**src/rtl/uart_tx_pkg.sv**
```systemverilog
// uart_tx_pkg -- shared definitions for the UART transmit serializer.
//
// Contents:
//   state_t    FSM state encoding (PARITY exists only when UART_TX_PARITY_EN
//              is defined)
//   START_BIT  line level of the start bit (0)
//   STOP_BIT   line level of the stop bit and of the idle line (1)
//   idx_width  width of a counter that indexes 0..n-1, never less than 1
//
// Configuration macro: UART_TX_PARITY_EN
package uart_tx_pkg;

  typedef enum logic [2:0] {
    IDLE   = 3'd0,
    START  = 3'd1,
    DATA   = 3'd2,
`ifdef UART_TX_PARITY_EN
    PARITY = 3'd3,
`endif
    STOP   = 3'd4
  } state_t;

  localparam logic START_BIT = 1'b0;
  localparam logic STOP_BIT  = 1'b1;

  function automatic int idx_width(input int n);
    return (n > 1) ? $clog2(n) : 1;
  endfunction

endpackage

```
**src/rtl/uart_tx_if.sv**
```systemverilog
// uart_tx_if -- FIFO-read and serial-line signals of the UART serializer.
//
// Signals:
//   tx_en       enable for starting new frames
//   fifo_data   show-ahead head word of the upstream FIFO
//   fifo_empty  upstream FIFO empty flag
//   fifo_rd_en  one-cycle pop strobe to the FIFO
//   tx          serial line, idles high
//   busy        serializer is not idle
//   frame_done  one-cycle pulse on the final cycle of the stop bit
//
// Modports:
//   master  the serializer (pops the FIFO, drives the line)
//   slave   the surrounding system (FIFO and line receiver)
interface uart_tx_if #(
  parameter int WIDTH = 8
) ();

  logic             tx_en;
  logic [WIDTH-1:0] fifo_data;
  logic             fifo_empty;
  logic             fifo_rd_en;
  logic             tx;
  logic             busy;
  logic             frame_done;

  modport master (
    input  tx_en, fifo_data, fifo_empty,
    output fifo_rd_en, tx, busy, frame_done
  );

  modport slave (
    output tx_en, fifo_data, fifo_empty,
    input  fifo_rd_en, tx, busy, frame_done
  );

endinterface

```
**src/rtl/uart_baud_gen.sv**
```systemverilog
// uart_baud_gen -- bit-period timer for the UART serializer.
//
// Counts 0..CLKS_PER_BIT-1 and wraps. restart reloads the count to 0 on the
// next edge, so the owning FSM can align every bit period to a state entry.
//
// Ports:
//   clk      clock, rising edge
//   rst      synchronous active-high reset
//   restart  reload the count to 0
//   bit_end  high on the last cycle of a bit period (count == CLKS_PER_BIT-1)
module uart_baud_gen #(
  parameter int CLKS_PER_BIT = 16
) (
  input  logic clk,
  input  logic rst,
  input  logic restart,
  output logic bit_end
);

  localparam int CNT_W = $clog2(CLKS_PER_BIT);
  localparam logic [CNT_W-1:0] CNT_LAST = CNT_W'(CLKS_PER_BIT - 1);

  logic [CNT_W-1:0] cnt_q;

  assign bit_end = (cnt_q == CNT_LAST);

  // NOTE: state registers use non-blocking assignments so every flop samples
  // the pre-edge value of every other flop, independent of process order.
  always_ff @(posedge clk) begin
    if (rst || restart || bit_end) begin
      cnt_q <= '0;
    end else begin
      cnt_q <= cnt_q + CNT_W'(1);
    end
  end

endmodule

```
**src/rtl/uart_tx_serializer.sv**
```systemverilog
// uart_tx_serializer -- pops words from a show-ahead FIFO and sends them as
// UART frames: start bit (0), WIDTH data bits LSB first, optional even-parity
// bit, stop bit (1). Each bit lasts CLKS_PER_BIT clocks. When the FIFO still
// has data at the end of a stop bit, the next frame follows with no gap.
//
// Parameters:
//   WIDTH         data bits per frame (must match the interface WIDTH)
//   CLKS_PER_BIT  clocks per serial bit, 2 or more
//
// Ports:
//   clk   clock, rising edge
//   rst   synchronous active-high reset; aborts any frame in progress
//   bus   uart_tx_if master: tx_en, fifo_data, fifo_empty in;
//         fifo_rd_en, tx, busy, frame_done out
//
// Configuration macro: UART_TX_PARITY_EN adds a PARITY state between DATA
// and STOP carrying the XOR of the data bits.
module uart_tx_serializer
  import uart_tx_pkg::*;
#(
  parameter int WIDTH        = 8,
  parameter int CLKS_PER_BIT = 16
) (
  input  logic     clk,
  input  logic     rst,
  uart_tx_if.master bus
);

  localparam int IDX_W = idx_width(WIDTH);
  localparam logic [IDX_W-1:0] IDX_LAST = IDX_W'(WIDTH - 1);

  state_t           state_q, state_d;
  logic [WIDTH-1:0] shift_q, shift_d;
  logic [IDX_W-1:0] idx_q, idx_d;
  logic             tx_q, tx_d;
  logic             pop;
  logic             done;
  logic             can_start;
  logic             bit_end;
  logic             restart;
`ifdef UART_TX_PARITY_EN
  logic             parity_q;
`endif

  assign can_start = bus.tx_en && !bus.fifo_empty;

  // The counter sits at 0 while idle and reloads whenever the state changes,
  // so every bit state starts from a full bit period.
  assign restart = (state_q == IDLE) || (state_d != state_q);

  uart_baud_gen #(
    .CLKS_PER_BIT (CLKS_PER_BIT)
  ) u_baud_gen (
    .clk     (clk),
    .rst     (rst),
    .restart (restart),
    .bit_end (bit_end)
  );

  // NOTE: every signal written here gets a default first; a path that leaves
  // one unassigned would infer a latch.
  always_comb begin
    state_d = state_q;
    shift_d = shift_q;
    idx_d   = idx_q;
    pop     = 1'b0;
    done    = 1'b0;

    case (state_q)
      IDLE: begin
        if (can_start) begin
          pop     = 1'b1;
          state_d = START;
        end
      end
      START: begin
        if (bit_end) begin
          state_d = DATA;
          idx_d   = '0;
        end
      end
      DATA: begin
        if (bit_end) begin
          shift_d = shift_q >> 1;
          if (idx_q == IDX_LAST) begin
`ifdef UART_TX_PARITY_EN
            state_d = PARITY;
`else
            state_d = STOP;
`endif
          end else begin
            idx_d = idx_q + IDX_W'(1);
          end
        end
      end
`ifdef UART_TX_PARITY_EN
      PARITY: begin
        if (bit_end) begin
          state_d = STOP;
        end
      end
`endif
      STOP: begin
        if (bit_end) begin
          done = 1'b1;
          // Chaining straight into START keeps back-to-back frames gapless.
          if (can_start) begin
            pop     = 1'b1;
            state_d = START;
          end else begin
            state_d = IDLE;
          end
        end
      end
      default: state_d = IDLE;
    endcase

    if (pop) begin
      shift_d = bus.fifo_data;
    end

    // tx is registered from the next state, so the line changes on the same
    // edge as the state and no input reaches tx combinationally.
    case (state_d)
      START:   tx_d = START_BIT;
      DATA:    tx_d = shift_d[0];
`ifdef UART_TX_PARITY_EN
      PARITY:  tx_d = parity_q;
`endif
      default: tx_d = STOP_BIT;
    endcase
  end

  always_ff @(posedge clk) begin
    if (rst) begin
      // NOTE: the shift register is cleared on reset as well, so a frame cut
      // short leaves no stale data behind.
      state_q <= IDLE;
      shift_q <= '0;
      idx_q   <= '0;
      tx_q    <= STOP_BIT;
    end else begin
      state_q <= state_d;
      shift_q <= shift_d;
      idx_q   <= idx_d;
      tx_q    <= tx_d;
    end
  end

`ifdef UART_TX_PARITY_EN
  // Even parity is fixed at the pop cycle, like the data itself.
  always_ff @(posedge clk) begin
    if (rst) begin
      parity_q <= 1'b0;
    end else if (pop) begin
      parity_q <= ^bus.fifo_data;
    end
  end
`endif

  // Strobes are gated by rst so no pop or pulse escapes during reset.
  assign bus.fifo_rd_en = pop && !rst;
  assign bus.frame_done = done && !rst;
  assign bus.busy       = (state_q != IDLE);
  assign bus.tx         = tx_q;

endmodule

```
**src/flat_wrapper.sv**
```systemverilog
// flat-port wrapper written by rule: the top's interface ports become plain ports
module uart_tx_serializer_flat import uart_tx_pkg::*;
#(
  parameter int WIDTH        = 8,
  parameter int CLKS_PER_BIT = 16
)
  (clk, rst, bus_tx_en, bus_fifo_data, bus_fifo_empty, bus_fifo_rd_en, bus_tx, bus_busy, bus_frame_done);
  uart_tx_if #(.WIDTH(WIDTH)) bus_i ();
  input  logic clk;
  input  logic rst;
  input wire logic [$bits(bus_i.tx_en)-1:0] bus_tx_en;
  input wire logic [$bits(bus_i.fifo_data)-1:0] bus_fifo_data;
  input wire logic [$bits(bus_i.fifo_empty)-1:0] bus_fifo_empty;
  output wire logic [$bits(bus_i.fifo_rd_en)-1:0] bus_fifo_rd_en;
  output wire logic [$bits(bus_i.tx)-1:0] bus_tx;
  output wire logic [$bits(bus_i.busy)-1:0] bus_busy;
  output wire logic [$bits(bus_i.frame_done)-1:0] bus_frame_done;
  assign bus_i.tx_en = bus_tx_en;
  assign bus_i.fifo_data = bus_fifo_data;
  assign bus_i.fifo_empty = bus_fifo_empty;
  assign bus_fifo_rd_en = bus_i.fifo_rd_en;
  assign bus_tx = bus_i.tx;
  assign bus_busy = bus_i.busy;
  assign bus_frame_done = bus_i.frame_done;
  uart_tx_serializer #(.WIDTH(WIDTH), .CLKS_PER_BIT(CLKS_PER_BIT)) u_core (.clk(clk), .rst(rst), .bus(bus_i));
endmodule
```
**config.mk**
```make
export PLATFORM = sky130hd
export DESIGN_NAME = uart_tx_serializer_flat
export DESIGN_NICKNAME = d
export VERILOG_FILES = /design/src/rtl/uart_tx_pkg.sv /design/src/rtl/uart_tx_if.sv /design/src/rtl/uart_baud_gen.sv /design/src/rtl/uart_tx_serializer.sv /design/src/flat_wrapper.sv
export SDC_FILE = /design/constraint.sdc
export NUM_CORES = 1
export LEC_CHECK = 0
export ABC_AREA = 1
export BUFFER_PORTS_ARGS = -buffer_cell sky130_fd_sc_hd__clkbuf_2
export CORE_UTILIZATION = 55
export DETAILED_ROUTE_END_ITERATION = 10
export PLACE_DENSITY = 0.79
export SLEW_MARGIN = 20
export SYNTH_ARGS = -nofsm -noshare
export SYNTH_HDL_FRONTEND = slang
export SYNTH_SLANG_ARGS = --single-unit
```
**constraint.sdc**
```tcl
create_clock -name clk -period 2.1 [get_ports clk]
set_input_delay 0.21 -clock clk [delete_from_list [all_inputs] [get_ports clk]]
set_output_delay 0.21 -clock clk [all_outputs]
set_load 0.05 [all_outputs]
```
==> flow_metrics.py, run 1 <==
metrics = {
    "logic_synthesis": {
        "syn_nets": 152,
        "syn_avg_cell_area_um2": 7.21,
        "synth.distinct_cells": 24,
        "syn-cell-area_um2": 988,
        "yosysSeqAreaShare_pct": 38.5,
        "synth-seq-cells": 19,
        "yosysTopAreaCellShare_pct": 38.5,
        "synth.area.top_cells": "dfxtp_1 (38%), nand2_1 (9.1%), inv_1 (8.4%)",
        "syn_inst": 137,
        "yosysTopAreaCell": "dfxtp_1",
        "ys_warn_count": 0,
    },
    "critical_path": {
        "crit_type": "flip-flop to output port",
        "cp-start-kind": "flip-flop",
        "cp_max_fo": 16,
        "arrival_ps": 1750,
        "end_kind": "output port",
        "required_ps": 1890,
    },
    "finish": {
        "finalNetCount": 169,
        "insertedDiodeCount": 0,
        "drive_above_1_share_pct": 22.2,
        "area_growth_pct": 12.2,
    },
    "detailed_routing": {
        "drc": 0,
        "routed_wl_um": 1800,
        "detail-route-antenna-nets": 0,
        "vias": 900,
        "initialDrtViolationCount": 14,
        "drt_pass1_iterations": 4,
        "vias_per_cell": 5.08,
        "wire_per_inst_um": 10.1,
    },
    "placement": {
        "dp_slack_ps": 405,
        "detailed_place_hpwl_um": 1350,
        "gp_congestion": 0.829,
        "port-buffer-count": 15,
    },
    "global_routing": {
        "first_global_vias": 774,
        "grt_overflow": 0,
        "grt_use_total_pct": 21.3,
        "grt_max_degree": 17,
        "antenna_found_initial": 0,
        "grt_pass1_wl_um": 3000,
    },
    "sta": {
        "setup_tns_ps": 0,
        "period_needed_ps": 1960,
        "period_share_pct": 93.3,
        "setup_ws_ps": 141,
        "max_freq_mhz": 510,
        "setup_viol": 0,
        "hold_violations": 0,
        "drv_slew": 0,
        "worst_slew_pin_slew_ps": 298,
        "relSlewSlack_pct": 80.1,
        "finClkSkew_ps": 9.87,
        "rsz0062_at_grt": "no",
    },
    "floorplanning": {
        "die-area_mm2": 0.00197,
        "core_region_area_mm2": 0.00159,
        "start_util_pct": 62.0,
        "rows": 14,
        "fp.dieW_um": 44.4,
        "die_height_um": 44.4,
        "io_pins": 16,
    },
    "power": {
        "p_leak_nw": 0.557,
        "p_comb_share_pct": 12.6,
        "worst_ir_drop_vdd_uv": 412,
        "seqPwrFrac_pct": 58.9,
        "power.switching_uw": 170,
        "power.density_mw_per_mm2": 585,
        "pwr-share-clk_pct": 28.5,
        "p_int_uw": 479,
        "swShare_pct": 26.2,
    },
    "clock_network": {
        "cts_root_buf": "clkbuf_4",
        "cts_tree": "yes",
        "postCtsSetupBuffers": 0,
        "clk_latency_ps": 300,
        "postCtsHoldBufs": 0,
        "cts_buffer_depth": 2,
        "post_cts_resized": 0,
        "cts_buffers": 3,
        "cts-htree-levels": 1,
        "cts.sinks": 19,
        "clkSlewWorstSetupHoldPaths_ps": 100,
    },
    "job": {
        "timing.max_cap.violations": 0,
    },
    "worst_hold_path": {
        "min_path_type": "input pin to flip-flop",
    },
    "outcome": {
        "status": "finished clean",
    },
}
[flip-flops by register name (all words and copies together), names as in the netlist]
register,count
u_core.shift_q,8
u_core.u_baud_gen.cnt_q,4
u_core.idx_q,3
u_core.state_q,3
u_core.bus.tx,1
[per-layer routing]
metal  GRT usage, %  up-vias  routed length [µm]
met5              0        -                   0
met4           10.3        0                  32
met3           6.12        4                  75
met2           35.0       20                 890
met1           25.4      408                 797
li1               -      468                   -
[path summary, 6_finish.rpt]
kind | endpoint | depth (start not counted) | start | slack, ps
max | bus_fifo_rd_en | 6 | u_core.u_baud_gen.cnt_q[0] | 140
max reg2reg | u_core.bus.tx | 8 | u_core.u_baud_gen.cnt_q[0] | 570
min reg2reg | u_core.u_baud_gen.cnt_q[0] | 1 | u_core.u_baud_gen.cnt_q[0] | 450
min | u_core.shift_q[7] | 3 | bus_fifo_data[7] | 120
[cell type report]
cell class,instances,area [µm²]
Timing Repair Buffer,15,77.6
Sequential cell,19,380
Tap cell,24,30.0
Multi-Input combinational cell,90,500
Clock buffer,4,26.3
Fill cell,133,485
Inverter,25,93.8
[cells by family (layout without fill, tap and decap cells)]
logic type	after synthesis	after routing	share of synthesized area [%]
buf+inv	28	44	11.8
simple gates	67	67	33.3
compound gates	18	18	10.9
flops	19	19	38.5
xor+xnor	2	2	1.77
fa+ha+maj	3	3	3.80
[cell usage in the layout, fill, tap and decap left out]
cell type	synthesis	layout
inv_1	22	22
nor4_2	0	1
nand3_4	1	1
nor2_1	17	16
nand4_1	1	1
clkbuf_2	0	14
nand3_1	12	12
clkbuf_4	1	4
o21ai_0	7	7
xor2_1	1	1
nand2_1	24	24
a21oi_1	4	4
nor2_2	2	3
nor3_1	1	1
nor2_8	1	1
clkbuf_1	1	1
xnor2_1	1	1
dfxtp_1	19	19
ha_1	3	3
inv_2	3	3
o211ai_1	6	6
nand3_2	1	1
nand2_2	6	6
o21bai_1	1	1
[per-stage QoR]
stage | instances | power, mW | area, µm² | util, % | hold WS, ps
after floorplan | 137 | 0.452 | 995 | - | 323
after global placement | 173 | 0.468 | 1080 | 67.6 | 412
after detailed placement | 173 | 0.471 | 1080 | 67.6 | 417
after CTS | 177 | 0.652 | 1100 | 69.2 | 105
after global routing | 177 | 0.683 | 1110 | 69.5 | 110
final | 177 | 0.649 | 1110 | 69.5 | 118
[synth_stat cells (all sizes together)]
master   n
nand4    1
buf      1
dfxtp   19
nand3   14
nor3     1
o21bai   1
o211ai   6
xnor2    1
a21oi    4
clkbuf   2
nand2   30
o21ai    7
nor4     1
xor2     1
nor2    20
ha       3
inv     25
[worst max-delay path, stage by stage, from the launching register on]
cell      delay (ps)
dfxtp_1          360
ha_1             260
nand3_4          160
nand2_2          100
nand2_2          170
nor2_2           150
clkbuf_4         240
[power groups by stage]
| stage | logic (mW) | clock network [mW] | registers, mW |
|---|---|---|---|
| 4_1_cts | 0.0810 | 0.190 | 0.382 |
| 5_1_grt | 0.0926 | 0.207 | 0.383 |
| 2_1_floorplan | 0.0582 | 0 | 0.394 |
| 6_report | 0.0820 | 0.185 | 0.382 |
| 3_5_place_dp | 0.0806 | 0 | 0.390 |
| 3_3_place_gp | 0.0787 | 0 | 0.390 |
Power figures use the tool's default switching activity.
==> run 2: changes to the inputs <==
--- a/config.mk
+++ b/config.mk
@@ -7,9 +7,11 @@
 export LEC_CHECK = 0
 export ABC_AREA = 1
 export BUFFER_PORTS_ARGS = -buffer_cell sky130_fd_sc_hd__clkbuf_2
-export CORE_UTILIZATION = 55
+export CORE_MARGIN = 10
+export CORE_UTILIZATION = 48
 export DETAILED_ROUTE_END_ITERATION = 10
-export PLACE_DENSITY = 0.79
+export PLACE_DENSITY = 0.73
+export SKIP_CTS_REPAIR_TIMING = 1
 export SLEW_MARGIN = 20
 export SYNTH_ARGS = -nofsm -noshare
 export SYNTH_HDL_FRONTEND = slang
==> constraint.sdc (replaced) <==
create_clock -name clk -period 1.7 [get_ports clk]
set_input_delay 0.17 -clock clk [delete_from_list [all_inputs] [get_ports clk]]
set_output_delay 0.17 -clock clk [all_outputs]
set_load 0.05 [all_outputs]
==> run 2 against run 1 <==
Against the previous run:
- highest routed layer unchanged
- worst hold slack got worse by 45 ps
- die area increased by 120%
- sequential cell count unchanged
- non-clock buffer count rose by 1
- core utilization down 11 points
==> flow_metrics.py, run 2 (synthesized netlist as in run 1, its figures left out) <==
metrics = {
    "outcome": {
        "status": "finished clean",
    },
    "finish": {
        "finalNetCount": 170,
        "final_cell_mix": "nand2_1 (24), inv_1 (22), dfxtp_1 (16), nor2_1 (15), clkbuf_2 (13)",
        "drive_above_1_share_pct": 26.6,
        "fill_cells": 191,
        "largestRegisters": "u_core.shift_q x8, u_core.u_baud_gen.cnt_q x4",
        "largest_register_ffs": 8,
        "fin_area_mm2": 0.00115,
        "regMostFlops": "u_core.shift_q",
        "insertedDiodeCount": 0,
        "area_growth_pct": 15.9,
        "layout_commonest_cell": "nand2_1",
    },
    "global_routing": {
        "grt_util_met3_pct": 3.22,
        "grt_overflow": 0,
        "antenna_found_initial": 0,
        "grt_use_met1_pct": 12.2,
        "first_global_vias": 871,
        "grt_use_total_pct": 10.6,
        "grt_max_degree": 13,
        "met2_usage_pct": 17.0,
        "grt_pass1_wl_um": 3670,
        "busiest_layer": "met2",
    },
    "sta": {
        "rsz0062_at_grt": "no",
        "period_share_pct": 94.8,
        "setup_tns_ps": 0,
        "finClkSkew_ps": 8.70,
        "setup_viol": 0,
        "period_needed_ps": 1610,
        "relSlewSlack_pct": 78.5,
        "max_freq_mhz": 620,
        "drv_slew": 0,
        "worst_slew_pin_slew_ps": 323,
        "hold_violations": 0,
    },
    "detailed_routing": {
        "drt_pass1_iterations": 5,
        "detail-route-antenna-nets": 0,
        "vias_per_cell": 4.81,
        "wire_per_inst_um": 11.1,
        "routed_wl_um": 2020,
        "vias": 871,
        "initialDrtViolationCount": 37,
        "drc": 0,
    },
    "placement": {
        "detailed_place_hpwl_um": 1610,
        "gp_congestion": 0.916,
        "port-buffer-count": 15,
        "place_area_mm2": 0.00109,
    },
    "power": {
        "pwr-share-clk_pct": 28.2,
        "worst_ir_drop_vdd_uv": 405,
        "swShare_pct": 26.8,
        "p_leak_nw": 0.565,
        "p_comb_share_pct": 13.2,
        "power.switching_uw": 217,
        "seqPwrFrac_pct": 58.6,
        "p_total_uw": 808,
        "p_int_uw": 591,
        "power.density_mw_per_mm2": 705,
    },
    "critical_path": {
        "arrival_ps": 1440,
        "cpMostUsedCell": "nand2_2",
        "crit_slowest_cell": "dfxtp_2",
        "crit_buf_inv": 1,
        "cp-start-kind": "flip-flop",
        "cp_max_fo": 6,
        "crit_type": "flip-flop to output port",
        "cp_top_family": "simple AND/OR/NAND/NOR gates",
        "end_kind": "output port",
        "worstPathCellList": "ha_4 -> nand3_4 -> nand2_2 -> nand2_2 -> nor2_2 -> buf_6",
        "required_ps": 1530,
        "max_stage_delay_ps": 380,
    },
    "clock_network": {
        "cts_buffers": 3,
        "cts_tree": "yes",
        "cts_root_buf": "clkbuf_4",
        "cts_buffer_depth": 2,
        "clkSlewWorstSetupHoldPaths_ps": 110,
        "clk_latency_ps": 300,
        "cts-htree-levels": 1,
        "cts.sinks": 19,
    },
    "floorplanning": {
        "core_region_area_mm2": 0.00196,
        "die-area_mm2": 0.00427,
        "rows": 16,
        "die_height_um": 65.4,
        "io_pins": 16,
        "start_util_pct": 50.4,
        "fp.dieW_um": 65.4,
    },
    "worst_hold_path": {
        "min_path_type": "input pin to flip-flop",
    },
    "job": {
        "timing.max_cap.violations": 0,
    },
}
-- run 2: layout make-up --
class	count	area, µm²	area share, %
repair buffers	16	91.3	7.97
multi-input cells	90	515	45.0
inverters	25	93.8	8.19
flip-flops and latches	19	384	33.5
well taps	27	33.8	2.95
clock buffers	3	22.5	1.97
clock inverters	1	5.00	0.437
-- run 2: path summary, 6_finish.rpt --
kind | start | end | depth (start not counted) | slack [ps]
setup / recovery | u_core.u_baud_gen.cnt_q[0] | bus_fifo_rd_en | 6 | 90
hold / removal | bus_fifo_data[7] | u_core.shift_q[7] | 3 | 70
setup reg to reg | u_core.u_baud_gen.cnt_q[0] | u_core.shift_q[3] | 9 | 270
hold reg to reg | u_core.u_baud_gen.cnt_q[0] | u_core.u_baud_gen.cnt_q[0] | 1 | 460
-- run 2: routing by layer --
layer / part of all wire (%) / routed length (µm) / vias to the layer above
met3: 4.9 / 98 / 4
li1: - / - / 467
met5: 0 / 0 / -
met1: 48 / 958 / 385
met4: 1.3 / 26 / 0
met2: 46 / 932 / 15
-- run 2: through the flow --
step,worst slack (ps),util [%],hold slack (ps),std cells
finish,87.7,58.4,73.1,181
global route,2.26,58.4,102,181
detailed placement,170,55.6,387,177
floorplan,-69.1,-,283,137
CTS,-129,57.0,70.0,181
global placement,238,55.6,371,177
-- run 2: power by group through the flow --
stage          clock (mW)  sequential [mW]  combinational, mW
6_report            0.228            0.474              0.107
5_1_grt             0.251            0.476              0.123
3_5_place_dp            0            0.483              0.104
3_3_place_gp            0            0.482              0.101
4_1_cts             0.237            0.472              0.105
2_1_floorplan           0            0.487             0.0725
-- run 2: worst min-delay path: cells and delay by family --
kind / cells / cell delay, ps
AOI/OAI and AO/OA: 1 / 60
and+or+nand+nor: 1 / 40
buffers and inverters: 1 / 80
==> run 3: changes to the inputs <==
--- a/config.mk
+++ b/config.mk
@@ -8,9 +8,9 @@
 export ABC_AREA = 1
 export BUFFER_PORTS_ARGS = -buffer_cell sky130_fd_sc_hd__clkbuf_2
 export CORE_MARGIN = 10
-export CORE_UTILIZATION = 48
+export CORE_UTILIZATION = 55
 export DETAILED_ROUTE_END_ITERATION = 10
-export PLACE_DENSITY = 0.73
+export PLACE_DENSITY = 0.79
 export SKIP_CTS_REPAIR_TIMING = 1
 export SLEW_MARGIN = 20
 export SYNTH_ARGS = -nofsm -noshare
==> constraint.sdc (replaced) <==
create_clock -name clk -period 1.9 [get_ports clk]
set_input_delay 0.19 -clock clk [delete_from_list [all_inputs] [get_ports clk]]
set_output_delay 0.19 -clock clk [all_outputs]
set_load 0.05 [all_outputs]
==> run 3 against run 2 <==
Against the previous run:
- first-iteration DRC count down 5.4%
- clock skew down 2.0 ps
- sequential share of layout area up 0.49 points
- die area down 8.9%
- final area down 2.4%
- via count up 0.80%
- clock power down 4%
- critical endpoint unchanged
- largest power group unchanged
==> flow_metrics.py, run 3 (synthesized netlist as in run 1, its figures left out) <==
metrics = {
    "outcome": {
        "status": "finished clean",
    },
    "finish": {
        "finalNetCount": 170,
        "fin_area_mm2": 0.00112,
        "multi_input_area_um2": 500,
        "layout_commonest_cell": "nand2_1",
        "fill_cells": 152,
        "stdcell_count": 179,
        "largest_register_ffs": 8,
        "final_cell_mix": "nand2_1 (24), inv_1 (22), dfxtp_1 (19), nor2_1 (17), clkbuf_2 (14)",
        "drive_above_1_share_pct": 23.4,
        "area_growth_pct": 13.2,
        "largestRegisters": "u_core.shift_q x8, u_core.u_baud_gen.cnt_q x4",
        "regMostFlops": "u_core.shift_q",
        "fin_util_pct": 65.5,
        "insertedDiodeCount": 0,
        "seq_area_um2": 380,
    },
    "power": {
        "pwr-share-clk_pct": 29.8,
        "swShare_pct": 27.9,
        "worst_ir_drop_vdd_uv": 490,
        "p_leak_nw": 0.562,
        "p_int_uw": 528,
        "power.switching_uw": 204,
        "power.density_mw_per_mm2": 655,
        "p_comb_share_pct": 12.6,
        "p_total_uw": 732,
        "seqPwrFrac_pct": 57.7,
    },
    "worst_hold_path": {
        "hp-start": "bus_fifo_data[7]",
        "whs_path_depth": 3,
        "min_path_type": "input pin to flip-flop",
        "whs_endpoint": "u_core.shift_q[7]",
    },
    "sta": {
        "worst_slew_pin_slew_ps": 301,
        "relSlewSlack_pct": 79.9,
        "hold_violations": 0,
        "fin_hold_ws_ps": 91.0,
        "max_freq_mhz": 559,
        "period_needed_ps": 1790,
        "period_share_pct": 94.1,
        "rsz0062_at_grt": "no",
        "drv_slew": 0,
        "setup_tns_ps": 0,
        "setup_viol": 0,
        "setup_ws_ps": 111,
        "finClkSkew_ps": 6.69,
    },
    "clock_network": {
        "cts_buffers": 3,
        "clk_latency_ps": 310,
        "cts_buffer_depth": 2,
        "cts.sinks": 19,
        "cts_root_buf": "clkbuf_4",
        "cts-htree-levels": 1,
        "cts_tree": "yes",
        "clkSlewWorstSetupHoldPaths_ps": 120,
    },
    "floorplanning": {
        "rows": 15,
        "fp.dieW_um": 62.4,
        "io_pins": 16,
        "die-area_mm2": 0.00389,
        "start_util_pct": 57.9,
        "core_region_area_mm2": 0.00171,
        "die_height_um": 62.4,
    },
    "global_routing": {
        "grt_overflow": 0,
        "grt_pass1_wl_um": 3710,
        "grt_max_degree": 16,
        "grt_use_total_pct": 11.1,
        "first_global_vias": 913,
        "antenna_found_initial": 0,
    },
    "detailed_routing": {
        "wire_per_inst_um": 11.4,
        "vias_per_cell": 4.91,
        "drc": 0,
        "detail-route-antenna-nets": 0,
        "vias": 878,
        "drt_pass1_iterations": 4,
        "routed_wl_um": 2040,
        "initialDrtViolationCount": 35,
    },
    "critical_path": {
        "r2r-start": "u_core.u_baud_gen.cnt_q[0]",
        "cp-start-kind": "flip-flop",
        "end_kind": "output port",
        "cp_max_fo": 6,
        "crit_type": "flip-flop to output port",
        "arrival_ps": 1600,
        "r2r_end": "u_core.shift_q[3]",
        "ff2ff_setup_slack_ps": 410,
        "required_ps": 1710,
        "r2r_cells": 9,
    },
    "placement": {
        "gp_congestion": 0.867,
        "place_area_mm2": 0.00109,
        "detailed_place_hpwl_um": 1610,
        "port-buffer-count": 15,
        "dp_slack_ps": 365,
        "place_inst": 175,
    },
    "job": {
        "timing.max_cap.violations": 0,
    },
}
[run 3: changes by cell type in the layout (fill, tap and decap cells not counted), moves of 2 or more]
cell / previous run / this run
dfxtp_2: 3 / 0
nor2_1: 15 / 17
nor2_2: 4 / 2
dfxtp_1: 16 / 19
[run 3: how the worst max path moves through the flow]
stage | from | endpoint | cells past startpoint | slack (ps)
floorplan | u_core.u_baud_gen.cnt_q[0] | u_core.shift_q[7] | 7 | 80
global placement | u_core.u_baud_gen.cnt_q[0] | bus_fifo_rd_en | 6 | 400
detailed placement | u_core.u_baud_gen.cnt_q[0] | bus_fifo_rd_en | 6 | 360
CTS | u_core.u_baud_gen.cnt_q[0] | bus_fifo_rd_en | 6 | 20
global route | u_core.u_baud_gen.cnt_q[0] | bus_fifo_rd_en | 6 | 3
finish | u_core.u_baud_gen.cnt_q[0] | bus_fifo_rd_en | 6 | 110
[run 3: worst max-delay path: stages (launching register included)]
cell and delay (ps):
dfxtp_1 370, ha_2 230, nand3_4 150, nand2_2 100, nand2_2 60, nor2_1 140, buf_4 230
[run 3: layer usage]
layer	vias to the layer above	GRT usage, %	share of wire, %
met5	-	0	0
met4	0	5.03	3.4
met3	8	3.58	5.5
met2	18	18.8	47
met1	381	12.2	44
li1	471	-	-
[run 3: area by class of cell]
cell class,count,area share [%]
Multi-Input combinational cell,90,44.7
Tap cell,25,2.80
Sequential cell,19,34.0
Clock inverter,1,0.447
Inverter,25,8.39
Timing Repair Buffer,16,7.61
Clock buffer,3,2.01
[run 3: power groups by stage]
stage	clock [mW]	combinational, mW	sequential (mW)
after detailed placement	0	0.0919	0.431
after CTS	0.210	0.0922	0.422
after floorplan	0	0.0643	0.435
after global placement	0	0.0897	0.431
after global routing	0.232	0.107	0.424
final	0.218	0.0920	0.422
